$ cat src/rtl/regfile_scoreboard.sv
// Integer register file (x1..x31, x0 hardwired zero) with write bypass and a
// per-register busy scoreboard that flags RAW/WAW hazards for decode.
module regfile_scoreboard #(
  parameter int XLEN = 32
) (
  input  logic            clk,
  input  logic            rst_n,
  input  logic            complete_we,
  input  logic [4:0]      regwrite_addr,
  input  logic [XLEN-1:0] regwrite_data,
  input  logic            kill,
  input  logic            issue_valid,
  input  logic [4:0]      issue_rd,
  input  logic [4:0]      rs1_addr,
  input  logic [4:0]      rs2_addr,
  input  logic            rs1_use,
  input  logic            rs2_use,
  output logic [XLEN-1:0] rs1_data,
  output logic [XLEN-1:0] rs2_data,
  output logic            hazard,
  output logic [5:0]      inflight
);

  logic [XLEN-1:0] regs [32];
  logic [31:1]     busy;
  logic [5:0]      inflight_q;

  logic [31:0]     busy_ext;
  logic            wr_en;
  logic            ebusy_rs1;
  logic            ebusy_rs2;
  logic            ebusy_rd;
  logic            issue_ok;
  logic            inc;
  logic            dec;
  logic [31:1]     busy_next;
  logic [5:0]      inflight_next;

  // Bit 0 reads as a constant zero so x0 can never look busy.
  assign busy_ext = {busy, 1'b0};
  assign wr_en    = complete_we && (regwrite_addr != 5'd0);

  // A completion this cycle retires its register immediately for hazard purposes.
  assign ebusy_rs1 = busy_ext[rs1_addr] && !(wr_en && regwrite_addr == rs1_addr);
  assign ebusy_rs2 = busy_ext[rs2_addr] && !(wr_en && regwrite_addr == rs2_addr);
  assign ebusy_rd  = busy_ext[issue_rd] && !(wr_en && regwrite_addr == issue_rd);

  assign hazard = (rs1_use && ebusy_rs1) || (rs2_use && ebusy_rs2) ||
                  (issue_valid && ebusy_rd);

  assign issue_ok = issue_valid && !hazard && !kill && (issue_rd != 5'd0);

  // Re-issuing to a register that is completing this cycle keeps the count flat.
  assign inc = issue_ok && !busy_ext[issue_rd];
  assign dec = wr_en && busy_ext[regwrite_addr] &&
               !(issue_ok && issue_rd == regwrite_addr);

  always_comb begin
    // NOTE: default first so every path assigns the signal and no latch is inferred.
    rs1_data = '0;
    if (rs1_addr != 5'd0) begin
      if (complete_we && regwrite_addr == rs1_addr) rs1_data = regwrite_data;
      else                                          rs1_data = regs[rs1_addr];
    end
  end

  always_comb begin
    rs2_data = '0;
    if (rs2_addr != 5'd0) begin
      if (complete_we && regwrite_addr == rs2_addr) rs2_data = regwrite_data;
      else                                          rs2_data = regs[rs2_addr];
    end
  end

  always_comb begin
    busy_next = busy;
    if (wr_en)    busy_next[regwrite_addr] = 1'b0;
    // Applied after the clear: the issuing instruction owns the register.
    if (issue_ok) busy_next[issue_rd] = 1'b1;
    if (kill)     busy_next = '0;
  end

  always_comb begin
    inflight_next = inflight_q;
    unique case ({inc, dec})
      2'b10:   inflight_next = inflight_q + 6'd1;
      2'b01:   inflight_next = inflight_q - 6'd1;
      default: inflight_next = inflight_q;
    endcase
    if (kill) inflight_next = '0;
  end

  always_ff @(posedge clk) begin
    if (!rst_n) begin
      // NOTE: the array is reset explicitly because reads of x1..x31 must be zero
      // right after reset; this rules out mapping it onto a plain SRAM macro.
      for (int i = 0; i < 32; i++) regs[i] <= '0;
      busy       <= '0;
      inflight_q <= '0;
    end else begin
      // NOTE: non-blocking assignments so every register samples pre-edge values.
      if (wr_en) regs[regwrite_addr] <= regwrite_data;
      busy       <= busy_next;
      inflight_q <= inflight_next;
    end
  end

  assign inflight = inflight_q;

endmodule
$ cat config.mk
export PLATFORM = sky130hd
export DESIGN_NAME = regfile_scoreboard
export DESIGN_NICKNAME = d
export VERILOG_FILES = /design/src/rtl/regfile_scoreboard.sv
export SDC_FILE = /design/constraint.sdc
export NUM_CORES = 2
export LEC_CHECK = 0
export ABC_CLOCK_PERIOD_IN_PS = 5900
export CORE_MARGIN = 8
export CORE_UTILIZATION = 55
export DETAILED_ROUTE_END_ITERATION = 8
export PLACE_DENSITY_LB_ADDON = 0.05
export SYNTH_ARGS = -nofsm -noshare
export SYNTH_HDL_FRONTEND = slang
export SYNTH_SLANG_ARGS = --single-unit
$ cat constraint.sdc
create_clock -name clk -period 5.9 [get_ports clk]
set_clock_uncertainty 0.15 [all_clocks]
set_input_delay 1.18 -clock clk [delete_from_list [all_inputs] [get_ports clk]]
set_output_delay 1.18 -clock clk [all_outputs]
set_load 0.005 [all_outputs]
==> impl_metrics.env <==
export IMPL_nets=4250
export IMPL_fp_coreArea_um2=105000
export IMPL_cts_made_buffers=115
export IMPL_multiInputGateArea_um2=25500
export IMPL_insertion_delay_ns=0.71
export IMPL_worstSetupPathType="in2out"
export IMPL_cts_tree="yes"
export IMPL_cts_htree_levels=3
export IMPL_ys_seq_elements=1061
export IMPL_synth_area_leaders="edfxtp_1, mux4_2, and2_1"
export IMPL_portBuffers=129
export IMPL_yosysSeqAreaShare=0.538
export IMPL_register_area_um2=31500
export IMPL_grt_pass1_vias=39189
export IMPL_synth_top_area_cell="edfxtp_1"
export IMPL_cts_clk_slew_worst_paths_ns=0.06
export IMPL_tns_ns=0
export IMPL_dieArea_um2=117000
export IMPL_min_from="inflight[5]$_SDFFE_PP0P_"
export IMPL_synth_edf_count=1024
export IMPL_wl_um=214000
export IMPL_status="completed"
export IMPL_critPathCaptureType="output pin"
export IMPL_antenna_found_initial=20
export IMPL_clk_path_buf_depth=3
export IMPL_cts_setup_buffers=0
export IMPL_cp_endpoint="rs2_data[31]"
export IMPL_drt_met1_wl_um=78600
export IMPL_fin_ws_ns=0.0914
export IMPL_cts_sinks=1061
export IMPL_fin_crit_ns=5.81
export IMPL_drive_gt1_frac=0.233
export IMPL_drt_first_iter_violations=6016
export IMPL_initial_core_util=0.555
export IMPL_startpoint="rs2_addr[2]"
export IMPL_wl_met3_um=26600
export IMPL_globalplace_congestion=0.902
export IMPL_drt_first_pass_iters=8
export IMPL_ctsHoldBuffers=0
export IMPL_num_rows=119
export IMPL_hold_viol=0
export IMPL_routed_via_count=40270
export IMPL_tightest_slew_ns=1.31
export IMPL_required_ns=4.57
export IMPL_met2_wirelength_um=96300
export IMPL_reg2regPathDepth=14
export IMPL_cts_resized=0
export IMPL_yosysTopAreaCellShare=0.526
export IMPL_min_delay_path_class="reg2reg"
export IMPL_area_growth_pct=13.2
export IMPL_grt_overflow=0
export IMPL_ant_nets=0
export IMPL_hold_ws_ns=0.341
export IMPL_wire_per_inst_um=37.5
export IMPL_finalNonFillerCells=5689
export IMPL_synth_area_per_cell_um2=14.2
export IMPL_setup_violations=0
export IMPL_grt_use_total=0.358
export IMPL_slew_viol_final=0
export IMPL_r2r_slack_ns=2.06
export IMPL_critical_path_max_fanout=27
export IMPL_via_per_inst=7.08
export IMPL_dp_hpwl_um=126000
export IMPL_synth_area_um2=58500
export IMPL_grt_pass1_wl_um=297000
export IMPL_yosys_warnings=0
export IMPL_synthFlopType="edfxtp_1"
export IMPL_post_route_util=0.628
export IMPL_worstPathArrival_ns=4.48
export IMPL_drc=0
export IMPL_cts_root_buf="clkbuf_16"
export IMPL_die_h_um=342
export IMPL_io_pins=130
export IMPL_cap_viol_max_count=0
export IMPL_worst_r2r_endpoint="inflight[5]$_SDFFE_PP0P_"
export IMPL_r2r_start="busy[19]$_SDFF_PP0_"
export IMPL_period_share=0.985
export IMPL_rsz0062_at_grt="no"
export IMPL_fmax_mhz=172
export IMPL_dp_cells=5458
export IMPL_ir_worst_vdd_uv=279
export IMPL_power_density_nw_per_um2=282
export IMPL_postSynth_asyncResetShare=0
export IMPL_slew_headroom=0.128
export IMPL_critPathLaunchType="input pin"
export IMPL_n_fill_cell=7781
export IMPL_top_layer_used="met5"
export IMPL_syn_inst=4116
export IMPL_dieWidth_um=342
export IMPL_synth_cell_types=65
export IMPL_place_ws_ns=-0.134
export IMPL_cellLeakagePower_nw=23.3
export IMPL_grt_start_max_net_pins=66
==> cells in the mapped netlist (all sizes together) (3+ instances only) <==
| master | instances |
|---|---|
| nand4 | 8 |
| a21oi | 109 |
| nor3 | 7 |
| edfxtp | 1024 |
| xnor2 | 10 |
| nand2 | 111 |
| clkbuf | 325 |
| mux4 | 455 |
| o22ai | 32 |
| a31oi | 14 |
| mux2 | 18 |
| a211oi | 13 |
| mux2i | 272 |
| nor2b | 9 |
| a221oi | 104 |
| nor2 | 67 |
| a22oi | 47 |
| or3 | 4 |
| inv | 12 |
| xor2 | 9 |
| o211ai | 26 |
| dfxtp | 37 |
| ha | 5 |
| o221ai | 42 |
| o41ai | 30 |
| and2 | 997 |
| o21ai | 94 |
| nand2b | 4 |
| or2 | 16 |
| and3b | 3 |
| nand3 | 64 |
| buf | 121 |
==> metrics by stage <==
step                      cell area, um^2  total power [W]
after floorplan                     58600           0.0104
after global placement              62400           0.0114
after detailed placement            62400           0.0115
after CTS                           66100           0.0186
after global routing                66100           0.0191
final                               66200           0.0186
==> flip-flops by register name, summed over array words and instances, names as in the netlist <==
name      flops
busy         31
inflight      6
regs       1024
==> report_power, final <==
group	leakage, nW	switching [W]	internal (W)
Combinational	11.4	0.00143	0.00107
Sequential	10.1	0.000204	0.00867
Clock	1.83	0.00311	0.00416
Total	23.3	0.00474	0.0139
==> logic make-up after synthesis <==
group	count (synthesis)	share of synthesized area
buf+inv	459	0.0351
mux	745	0.225
compound gates	524	0.0661
simple gates	1301	0.131
fa+ha+maj	6	0.00141
flops	1061	0.538
xor+xnor	19	0.00285
other cells	1	0.0000641
==> critical path, stage by stage <==
cell and delay (ns):
clkdlybuf4s50_1 0.52, nor2b_4 0.92, buf_4 0.52, a221oi_1 0.18, a22oi_1 0.20, o21ai_1 0.09, o21ai_1 0.23, o22ai_1 0.11
clkdlybuf4s50_1 0.47
==> how the worst min path moves through the flow <==
stage,to,slack [ns],cells after the start
global placement,inflight[5]$_SDFFE_PP0P_,0.31,2
detailed placement,inflight[5]$_SDFFE_PP0P_,0.32,2
CTS,inflight[5]$_SDFFE_PP0P_,0.33,2
global route,inflight[5]$_SDFFE_PP0P_,0.36,2
finish,inflight[5]$_SDFFE_PP0P_,0.34,2
floorplan,inflight[5]$_SDFFE_PP0P_,0.31,2
==> routing by layer <==
metal,vias to the layer above,GRT usage
met5,-,0
met4,4,0.175
met3,692,0.0797
met2,3008,0.546
met1,20499,0.487
li1,16067,-
==> area by class of cell <==
class | count | area share
diodes | 14 | 0.000529
well taps | 1391 | 0.0263
clock inverters | 72 | 0.00983
flip-flops and latches | 1061 | 0.476
inverters | 13 | 0.000851
multi-input cells | 2628 | 0.386
repair buffers | 366 | 0.0541
clock buffers | 144 | 0.0465
==> cell usage in the layout, fill, tap and decap left out, drive strengths merged, types with 30 or more instances in the layout <==
| cell | instances |
|---|---|
| a21oi | 109 |
| clkbuf | 145 |
| o41ai | 30 |
| dfxtp | 37 |
| buf | 245 |
| clkdlybuf4s50 | 120 |
| o21ai | 94 |
| o22ai | 32 |
| nand2 | 111 |
| nor2 | 68 |
| clkinv | 59 |
| mux2i | 272 |
| and2 | 997 |
| o221ai | 42 |
| a221oi | 104 |
| a22oi | 47 |
| nand3 | 64 |
| mux4 | 455 |
| edfxtp | 1024 |
| conb | 32 |
Power figures use the tool's default switching activity.
